==> src/rtl/multicycle_ctrl_pkg.sv <==
// Shared types and encodings for the RV32I multi-cycle control FSM.
package multicycle_ctrl_pkg;

   typedef enum logic [2:0] {
      ST_FETCH  = 3'd0,
      ST_DECODE = 3'd1,
      ST_EXEC   = 3'd2,
      ST_MEM    = 3'd3,
      ST_WB     = 3'd4,
      ST_TRAP   = 3'd5
   } state_t;

   localparam logic [6:0] OP_RTYPE  = 7'b0110011;
   localparam logic [6:0] OP_IALU   = 7'b0010011;
   localparam logic [6:0] OP_LOAD   = 7'b0000011;
   localparam logic [6:0] OP_STORE  = 7'b0100011;
   localparam logic [6:0] OP_BRANCH = 7'b1100011;

   localparam logic [1:0] ALUOP_ADD   = 2'b00;
   localparam logic [1:0] ALUOP_SUB   = 2'b01;
   localparam logic [1:0] ALUOP_FUNCT = 2'b10;

   localparam logic [1:0] SRCB_RS2  = 2'b00;
   localparam logic [1:0] SRCB_IMM  = 2'b01;
   localparam logic [1:0] SRCB_FOUR = 2'b10;

   function automatic logic is_legal_opcode(input logic [6:0] op);
      return (op == OP_RTYPE) || (op == OP_IALU) || (op == OP_LOAD) ||
             (op == OP_STORE) || (op == OP_BRANCH);
   endfunction

endpackage

==> src/rtl/multicycle_ctrl_branch_cond.sv <==
// Branch condition evaluation: BEQ/BNE only; every other funct3 is illegal.
module branch_cond (
   input  logic [2:0] funct3,
   input  logic       zero,
   output logic       taken,
   output logic       illegal
);

   always_comb begin
      taken   = ((funct3 == 3'b000) && zero) || ((funct3 == 3'b001) && !zero);
      illegal = (funct3 != 3'b000) && (funct3 != 3'b001);
   end

endmodule

==> src/rtl/multicycle_ctrl.sv <==
// Multi-cycle control FSM for the RV32I lab datapath.
// Optional retired-instruction counter: define MULTICYCLE_CTRL_RETIRE_CNT_EN.
module multicycle_ctrl
   import multicycle_ctrl_pkg::*;
#(
   parameter int unsigned MEM_TIMEOUT = 0,
   parameter bit          TRAP_STICKY = 1'b1
) (
   input  logic       clk,
   input  logic       reset,
   input  logic [6:0] opcode,
   input  logic [2:0] funct3,
   input  logic       zero,
   input  logic       mem_ready,
   output logic       pc_write,
   output logic       ir_write,
   output logic       iord,
   output logic       mem_read,
   output logic       mem_write,
   output logic       alu_src_a,
   output logic [1:0] alu_src_b,
   output logic [1:0] alu_op,
   output logic       mem_to_reg,
   output logic       reg_write,
   output logic       trap,
   output logic [2:0] state_out
`ifdef MULTICYCLE_CTRL_RETIRE_CNT_EN
   ,
   output logic [31:0] retired_cnt
`endif
);

   state_t     state, state_nx;
   logic [6:0] op_q;
   logic [2:0] f3_q;
   logic [7:0] stall_cnt;
   logic       br_taken, br_illegal;
   logic       stalled, timeout, retire;

   branch_cond u_branch_cond (
      .funct3  (f3_q),
      .zero    (zero),
      .taken   (br_taken),
      .illegal (br_illegal)
   );

   assign stalled   = ((state == ST_FETCH) || (state == ST_MEM)) && !mem_ready;
   assign timeout   = (MEM_TIMEOUT != 0) && stalled && (stall_cnt == 8'(MEM_TIMEOUT - 1));
   assign state_out = state;

   always_comb begin
      state_nx = state;
      retire   = 1'b0;
      case (state)
         ST_FETCH:  if (mem_ready) state_nx = ST_DECODE;
                    else if (timeout) state_nx = ST_TRAP;
         ST_DECODE: state_nx = is_legal_opcode(opcode) ? ST_EXEC : ST_TRAP;
         ST_EXEC: begin
            case (op_q)
               OP_RTYPE, OP_IALU: state_nx = ST_WB;
               OP_LOAD, OP_STORE: state_nx = ST_MEM;
               OP_BRANCH: begin
                  state_nx = br_illegal ? ST_TRAP : ST_FETCH;
                  retire   = !br_illegal;
               end
               default:           state_nx = ST_TRAP;
            endcase
         end
         ST_MEM: begin
            if (mem_ready) begin
               state_nx = (op_q == OP_LOAD) ? ST_WB : ST_FETCH;
               retire   = (op_q != OP_LOAD);
            end else if (timeout) begin
               state_nx = ST_TRAP;
            end
         end
         ST_WB: begin
            state_nx = ST_FETCH;
            retire   = 1'b1;
         end
         ST_TRAP:   if (!TRAP_STICKY) state_nx = ST_FETCH;
         default:   state_nx = ST_FETCH;
      endcase
   end

   always_ff @(posedge clk) begin
      if (reset) begin
         state     <= ST_FETCH;
         op_q      <= '0;
         f3_q      <= '0;
         stall_cnt <= '0;
      end else begin
         state <= state_nx;
         if (state == ST_DECODE) begin
            op_q <= opcode;
            f3_q <= funct3;
         end
         // Counter only survives while we keep waiting in the same state.
         if (stalled && (state_nx == state)) stall_cnt <= stall_cnt + 8'd1;
         else                                stall_cnt <= '0;
      end
   end

`ifdef MULTICYCLE_CTRL_RETIRE_CNT_EN
   always_ff @(posedge clk) begin
      if (reset)       retired_cnt <= '0;
      else if (retire) retired_cnt <= retired_cnt + 32'd1;
   end
`endif

   always_comb begin
      pc_write   = 1'b0;
      ir_write   = 1'b0;
      iord       = 1'b0;
      mem_read   = 1'b0;
      mem_write  = 1'b0;
      alu_src_a  = 1'b0;
      alu_src_b  = SRCB_RS2;
      alu_op     = ALUOP_ADD;
      mem_to_reg = 1'b0;
      reg_write  = 1'b0;
      trap       = 1'b0;
      case (state)
         ST_FETCH: begin
            mem_read  = 1'b1;
            alu_src_b = SRCB_FOUR;
            ir_write  = mem_ready;
            pc_write  = mem_ready;
         end
         ST_DECODE: alu_src_b = SRCB_IMM;
         ST_EXEC: begin
            case (op_q)
               OP_RTYPE:  begin alu_src_a = 1'b1; alu_src_b = SRCB_RS2; alu_op = ALUOP_FUNCT; end
               OP_IALU:   begin alu_src_a = 1'b1; alu_src_b = SRCB_IMM; alu_op = ALUOP_FUNCT; end
               OP_LOAD, OP_STORE: begin alu_src_a = 1'b1; alu_src_b = SRCB_IMM; alu_op = ALUOP_ADD; end
               OP_BRANCH: begin
                  alu_src_a = 1'b1;
                  alu_src_b = SRCB_RS2;
                  alu_op    = ALUOP_SUB;
                  pc_write  = br_taken && !br_illegal;
               end
               default: ;
            endcase
         end
         ST_MEM: begin
            iord      = 1'b1;
            mem_read  = (op_q == OP_LOAD);
            mem_write = (op_q == OP_STORE);
         end
         ST_WB: begin
            reg_write  = 1'b1;
            mem_to_reg = (op_q == OP_LOAD);
         end
         ST_TRAP: trap = 1'b1;
         default: ;
      endcase
      // Reset aborts mid-instruction: no strobe may leak out in the reset cycle.
      if (reset) begin
         pc_write  = 1'b0;
         ir_write  = 1'b0;
         mem_read  = 1'b0;
         mem_write = 1'b0;
         reg_write = 1'b0;
         trap      = 1'b0;
      end
   end

endmodule
==> config.mk <==
export PLATFORM = sky130hd
export DESIGN_NAME = multicycle_ctrl
export DESIGN_NICKNAME = d
export VERILOG_FILES = /design/src/rtl/multicycle_ctrl_pkg.sv /design/src/rtl/multicycle_ctrl_branch_cond.sv /design/src/rtl/multicycle_ctrl.sv
export SDC_FILE = /design/constraint.sdc
export NUM_CORES = 1
export LEC_CHECK = 0
export CORE_MARGIN = 5
export CORE_UTILIZATION = 45
export CTS_CLUSTER_DIAMETER = 200
export DETAILED_ROUTE_END_ITERATION = 8
export GPL_ROUTABILITY_DRIVEN = 0
export PLACE_DENSITY_LB_ADDON = 0.12
export SYNTH_ARGS = -nofsm -noshare
export SYNTH_HDL_FRONTEND = slang
export SYNTH_SLANG_ARGS = --single-unit
==> constraint.sdc <==
create_clock -name clk -period 5.1 [get_ports clk]
set_input_delay 1.53 -clock clk [delete_from_list [all_inputs] [get_ports clk]]
set_output_delay 1.53 -clock clk [all_outputs]
set_load 0.05 [all_outputs]
-- Word level (Yosys, flattened, before mapping)
Cells that the tools add are included.
- flip-flop bits (word level): 13
- output and inout bits: 16
- logic and storage cells: 70
- input port bits: 14
- bitwise operators: 1
- equal/unequal tests: 19
- multiplexer cells: 28
- reductions and logical operators: 19
- operator list (cell ; count):
    $eq A7 B6 Y1 const B ; 4
    $mux W1 ; 16
    $mux W3 ; 5
    $pmux W3 S5 ; 1
    $eq A7 B2 Y1 const B ; 2
    $eq A7 B5 Y1 const B ; 2
    $eq A7 B7 Y1 const B ; 2
    $pmux W3 S3 ; 1
    $eq A3 B1 Y1 const B ; 2
    $eq A3 B2 Y1 const B ; 2
    $eq A3 B3 Y1 const B ; 2
    $logic_not A3 Y1 ; 2
    $pmux W2 S3 ; 1
    $logic_or A1 B1 Y1 ; 5
    $reduce_or A5 Y1 ; 1
    $logic_and A1 B1 Y1 ; 4
    $ne A2 B2 Y1 const B ; 2
    $pmux W1 S2 ; 2
    $pmux W2 S2 ; 1
    $reduce_or A2 Y1 ; 2
    $ne A3 B1 Y1 const B ; 1
    $reduce_and A3 Y1 ; 1
    $reduce_bool A3 Y1 ; 1
    $reduce_or A3 Y1 ; 1
    other kinds (3) ; 4

-- Logic depth before layout (Yosys ltp)
Gate-level depths: netlist of the first run.
- depth after elaboration: 7
- depth in mapped cells: 5
- depth with buffers taken out: 4

-- By module
Synthesis of the first run repeated with hierarchy kept, for this count alone.
- cells, all modules: 107
- area, all modules: 778.2 sq um
- modules (own cells, without submodules) (module ; times used ; area each (sq um) ; cells an instance ; sequential area each (sq um)):
    multicycle_ctrl ; 1 ; 757.0 ; 104 ; 260.2
    branch_cond ; 1 ; 21.3 ; 3 ; 0.0

-- Least setup slack after synthesis of the first run
Ideal clock, no wire load.
- path type: input to output
- from: input reset
- to: output pc_write
- stages on the path: 3
- setup slack: 0.088 ns
- path buffers: 1
- required time: 3.570 ns
- arrival time: 3.482 ns
- cell sequence: clkbuf_1 -> nor3b_1 -> a31o_1
- cells in the longest elaborated chain, start to end: 1
- ends and longest elaborated chain (what ; line ; text):
    start: declaration ; multicycle_ctrl.sv:10 ; input logic reset,
    $mux W1 ; multicycle_ctrl.sv:158 ; if (reset) begin
    end: declaration ; multicycle_ctrl.sv:15 ; output logic pc_write,
Every way passes these cells.

-- Worst setup path in the final report of the first run
Ends and elaborated chain as after synthesis.

==> results of run 1 <==
[critical path: stages]
cell and delay (ps):
clkdlybuf4s50_1 560, nor3b_1 540, a31o_1 230, buf_12 150
[cell usage in the layout (no fill, tap or decap), drive strengths merged, types with 2 or more instances in the layout]
| master | netlist | layout |
|---|---|---|
| nor3b | 3 | 3 |
| inv | 5 | 5 |
| clkbuf | 5 | 4 |
| nor2 | 4 | 4 |
| a31oi | 2 | 2 |
| nand2 | 27 | 27 |
| nor4 | 3 | 3 |
| and3 | 2 | 2 |
| dfxtp | 13 | 13 |
| buf | 1 | 7 |
| nand2b | 3 | 3 |
| clkdlybuf4s50 | 0 | 23 |
| nand3 | 3 | 3 |
| a21oi | 14 | 14 |
[through the flow]
step	util [%]	area, µm²	cells	setup slack [ps]	hold slack, ps
final	71.8	1110	147	561	465
after global routing	71.8	1110	147	477	496
after CTS	71.8	1110	147	575	464
after detailed placement	70.0	1080	143	577	454
after global placement	70.0	1080	143	650	451
after floorplan	-	751	103	88.4	440
[where the power goes]
group          internal, mW  leakage (nW)  switching (mW)
logic                0.0347         0.278          0.0501
clock network        0.0302        0.0150          0.0310
registers             0.109         0.106         0.00939
[flip-flops by register name, indices dropped and copies added (netlist names)]
| name | count |
|---|---|
| state_out | 3 |
| op_q | 7 |
| f3_q | 3 |
[worst max-delay path by stage]
| stage | from | endpoint | slack [ps] | cells past startpoint |
|---|---|---|---|---|
| 2_1_floorplan | reset | pc_write | 90 | 3 |
| 6_report | reset | pc_write | 560 | 4 |
| 4_1_cts | reset | pc_write | 570 | 4 |
| 3_3_place_gp | reset | pc_write | 650 | 4 |
| 5_1_grt | reset | pc_write | 480 | 4 |
| 3_5_place_dp | reset | pc_write | 580 | 4 |
[area by class of cell]
type,instances,share of cell area (%)
Inverter,5,1.70
Tap cell,16,1.81
Clock buffer,4,2.38
Timing Repair Buffer,30,30.1
Sequential cell,13,23.5
Multi-Input combinational cell,79,40.5
[per-layer routing]
metal  wire length [µm]  global-route usage, %  vias to the layer above
met5                  0                      0                        -
met4                 14                   5.96                        0
met3                189                   4.65                        2
met2               1040                   26.4                       46
met1                797                   17.1                      398
li1                   -                      -                      422
[logic make-up after synthesis]
group                  count (synthesis)
XOR/XNOR                               1
flip-flops                            13
AO/OA/AOI/OAI                         24
AND/OR/NAND/NOR                       54
buffers and inverters                 11
==> flow_metrics.env, run 1 <==
export IMPL_outcome="complete, no violations"
export IMPL_ys_ff_latch=13
export IMPL_dr_first_iter_drc_count=27
export IMPL_tightestPinTransition_ps=687
export IMPL_synth_area_leaders="dfxtp_1 (35%), nand2_1 (14%), a21oi_1 (9.3%)"
export IMPL_area_growth_pct=47.3
export IMPL_layout_drive_gt1_share_pct=9.16
export IMPL_rr_startpoint="state_out[0]$_SDFFE_PP0P_"
export IMPL_port_buffers=29
export IMPL_yosysTopAreaCellShare_pct=34.7
export IMPL_critical_path_class="in2out"
export IMPL_ant_nets=0
export IMPL_critical_path_max_fanout=8
export IMPL_cts_buffers=3
export IMPL_maxCapViolCount=0
export IMPL_max_freq_mhz=220
export IMPL_synth_common_cells="nand2_1 (27), a21oi_1 (14), dfxtp_1 (13), clkbuf_1 (5), inv_1 (5)"
export IMPL_synth_top_family_by_area="simple AND/OR/NAND/NOR gates"
export IMPL_core_mm2=0.00154
export IMPL_diodes=0
export IMPL_synthSimpleGateAreaFrac_pct=37.5
export IMPL_wirelength_um=2050
export IMPL_die_x_um=50.8
export IMPL_hold_path_startpoint="op_q[3]$_SDFFE_PP0P_"
export IMPL_start_util_pct=48.7
export IMPL_whs_endpoint="op_q[3]$_SDFFE_PP0P_"
export IMPL_yosys_area_share_adder_pct=0
export IMPL_synth_area_per_cell_um2=7.29
export IMPL_setup_worst_path_start_class="primary input"
export IMPL_post_cts_buffers=0
export IMPL_cts_max_level=1
export IMPL_async_reset_ff_share_pct=0
export IMPL_final_max_slew_viol_count=0
export IMPL_row_count=14
export IMPL_yosysMostFrequentCell="nand2_1"
export IMPL_vias=868
export IMPL_synth_cell_types=31
export IMPL_synth_flop_cell="dfxtp_1"
export IMPL_synth_nets=117
export IMPL_nets=146
export IMPL_cts_tree="built"
export IMPL_cts_resized_gates=0
export IMPL_slew_headroom_pct=53.0
export IMPL_ff2ff_setup_slack_ps=3450
export IMPL_post_drt_wl_per_cell_um=13.9
export IMPL_synth_top_cell_by_area="dfxtp_1"
export IMPL_clock_sinks=13
export IMPL_cts_clk_slew_worst_paths_ps=80
export IMPL_grt_pass1_wl_um=3110
export IMPL_ir_drop_mv=0.169
export IMPL_cp_arrival_ps=3010
export IMPL_grt_overflow=0
export IMPL_rsz0062_at_grt="no"
export IMPL_grt_max_degree=13
export IMPL_antenna_found_initial=0
export IMPL_leakage_nw=0.400
export IMPL_syn_area_um2=751
export IMPL_synthXorXnorAreaFrac_pct=1.17
export IMPL_finalPower_mw=0.264
export IMPL_whs_path_depth=2
export IMPL_synth_compound_area_share_pct=21.0
export IMPL_synth_mux_area_share_pct=0
export IMPL_dp_final_hpwl_um=1630
export IMPL_clk_latency_ps=270
export IMPL_cts_buffer_depth=2
export IMPL_multi_input_area_um2=448
export IMPL_fillers=127
export IMPL_critPathCaptureType="output port"
export IMPL_seq_area_um2=260
export IMPL_grt_pass1_vias=753
export IMPL_hold_buffers=0
export IMPL_synth_warnings=0
export IMPL_synth_edf_count=0
export IMPL_worstReg2RegEnd="state_out[2]$_SDFFE_PP0P_"
export IMPL_hp_class="reg2reg"
export IMPL_drc=0
export IMPL_setup_violations_final=0
export IMPL_syn_inst=103
export IMPL_finalCriticalPeriod_ps=4540
export IMPL_cts_root_buf="clkbuf_4"
export IMPL_io_pins=30
export IMPL_power_density_mw_per_mm2=239
export IMPL_seq_area_frac_synth_pct=34.7
export IMPL_viasPerCell=5.90
export IMPL_grt_util_all_layers_pct=15.2
export IMPL_critPathRequiredTime_ps=3570
export IMPL_fin_skew_ps=2.19
export IMPL_die_h_um=50.8
export IMPL_period_share_pct=89.0
export IMPL_hold_viol_final=0
export IMPL_dr_pass1_iters=4
export IMPL_worstRegToRegCells=4
export IMPL_fin_setup_tns_ps=0
export IMPL_die_area_mm2=0.00259
(Power assumes the default switching activity.)
==> inputs of run 2 (changes only) <==
==> constraint.sdc (replaced) <==
create_clock -name clk -period 5.6 [get_ports clk]
set_input_delay 1.68 -clock clk [delete_from_list [all_inputs] [get_ports clk]]
set_output_delay 1.68 -clock clk [all_outputs]
set_load 0.05 [all_outputs]
==> flow_metrics.env, run 2 (synthesized netlist as in run 1, its figures left out) <==
export IMPL_cp_common_cell="clkdlybuf4s50_1"
export IMPL_power_density_mw_per_mm2=225
export IMPL_largest_register_ffs=7
export IMPL_grt_pass1_wl_um=3420
export IMPL_path_cells="clkdlybuf4s50_1, a21oi_1, clkdlybuf4s50_1"
export IMPL_ant_nets=0
export IMPL_dr_first_iter_drc_count=4
export IMPL_wirelength_um=1990
export IMPL_diodes=0
export IMPL_final_util_pct=68.9
export IMPL_fin_setup_tns_ps=0
export IMPL_grt_overflow=0
export IMPL_cts_max_level=1
export IMPL_placed_area_mm2=0.00103
export IMPL_vias=835
export IMPL_p_switching_mw=0.0843
export IMPL_period_share_pct=85.4
export IMPL_die_area_mm2=0.00259
export IMPL_clock_sinks=13
export IMPL_critPathCaptureType="output port"
export IMPL_clk_latency_ps=280
export IMPL_leakage_nw=0.387
export IMPL_fin_cells=147
export IMPL_layout_commonest_cell="nand2_1"
export IMPL_finalPower_mw=0.239
export IMPL_cts_clk_slew_worst_paths_ps=80
export IMPL_intPower_mw=0.155
export IMPL_slew_headroom_pct=53.3
export IMPL_hp_class="reg2reg"
export IMPL_grt_pass1_vias=787
export IMPL_placedCellCount=143
export IMPL_drc=0
export IMPL_cts_buffers=3
export IMPL_ir_drop_mv=0.136
export IMPL_start_util_pct=48.7
export IMPL_antenna_found_initial=0
export IMPL_dr_pass1_iters=4
export IMPL_area_growth_pct=41.5
export IMPL_dp_final_hpwl_um=1560
export IMPL_post_cts_buffers=0
export IMPL_switching_share_pct=35.2
export IMPL_seq_power_share_pct=44.9
export IMPL_setup_worst_path_start_class="primary input"
export IMPL_rsz0062_at_grt="no"
export IMPL_die_h_um=50.8
export IMPL_cp_arrival_ps=3100
export IMPL_setup_violations_final=0
export IMPL_cts_tree="built"
export IMPL_critical_path_max_fanout=3
export IMPL_top_register="op_q"
export IMPL_outcome="complete, no violations"
export IMPL_hold_buffers=0
export IMPL_final_max_slew_viol_count=0
export IMPL_die_x_um=50.8
export IMPL_cts_root_buf="clkbuf_4"
export IMPL_fin_area_mm2=0.00106
export IMPL_grt_util_all_layers_pct=17.0
export IMPL_io_pins=30
export IMPL_cts_buffer_depth=2
export IMPL_viasPerCell=5.68
export IMPL_port_buffers=29
export IMPL_hold_viol_final=0
export IMPL_fillers=144
export IMPL_final_cell_mix="nand2_1 (27), clkdlybuf4s50_1 (25), a21oi_1 (14), dfxtp_1 (13)"
export IMPL_cts_resized_gates=0
export IMPL_critPathRequiredTime_ps=3920
export IMPL_power_frac_clock_pct=24.1
export IMPL_crit_path_top_delay_cell="clkdlybuf4s50_1"
export IMPL_maxCapViolCount=0
export IMPL_finalCriticalPeriod_ps=4780
export IMPL_row_count=14
export IMPL_nets=146
export IMPL_critical_path_class="in2out"
export IMPL_tightestPinTransition_ps=697
export IMPL_post_drt_wl_per_cell_um=13.5
export IMPL_layout_drive_gt1_share_pct=8.40
export IMPL_cp_slowest_stage_delay_ps=810
export IMPL_fin_skew_ps=0.997
export IMPL_grt_max_degree=18
export IMPL_max_freq_mhz=209
export IMPL_core_mm2=0.00154
export IMPL_p_comb_share_pct=31.1
## run 2: path summary, 6_finish.rpt
check,end,slack (ps),depth (start not counted),startpoint
worst max-delay path,mem_read,820,3,reset
worst max register to register,state_out[2]$_SDFFE_PP0P_,3970,4,state_out[0]$_SDFFE_PP0P_
worst min register to register,op_q[2]$_SDFFE_PP0P_,470,2,op_q[2]$_SDFFE_PP0P_
worst min-delay path,op_q[2]$_SDFFE_PP0P_,470,2,op_q[2]$_SDFFE_PP0P_
## run 2: power groups by stage
stage	registers [mW]	clock network (mW)	logic [mW]
floorplan	0.111	0	0.0459
global placement	0.109	0	0.0734
detailed placement	0.109	0	0.0744
CTS	0.107	0.0597	0.0746
global route	0.108	0.0644	0.0802
finish	0.107	0.0575	0.0743
## run 2: layout make-up
class	count	area (µm²)	share of cell area, %
clock buffers	3	22.5	2.12
inverters	5	18.8	1.77
clock inverters	1	5.00	0.471
multi-input cells	79	448	42.2
repair buffers	30	288	27.1
well taps	16	20.0	1.88
flip-flops and latches	13	260	24.5
## run 2: worst max-delay path: cells and delay by family
family / cells / cell delay [ps]
buffers and inverters: 2 / 1280
AOI/OAI and AO/OA: 1 / 140
## run 2: layer usage
metal | GRT usage, % | wire, µm
met4 | 8.94 | 53
met2 | 27.3 | 971
met5 | 0 | 0
met3 | 5.81 | 147
met1 | 19.9 | 814
## run 2: stage by stage
| step | setup WS, ps | hold WS, ps |
|---|---|---|
| 2_1_floorplan | 288 | 440 |
| 3_3_place_gp | 828 | 452 |
| 3_5_place_dp | 818 | 455 |
| 4_1_cts | 813 | 466 |
| 5_1_grt | 781 | 498 |
| 6_report | 818 | 469 |
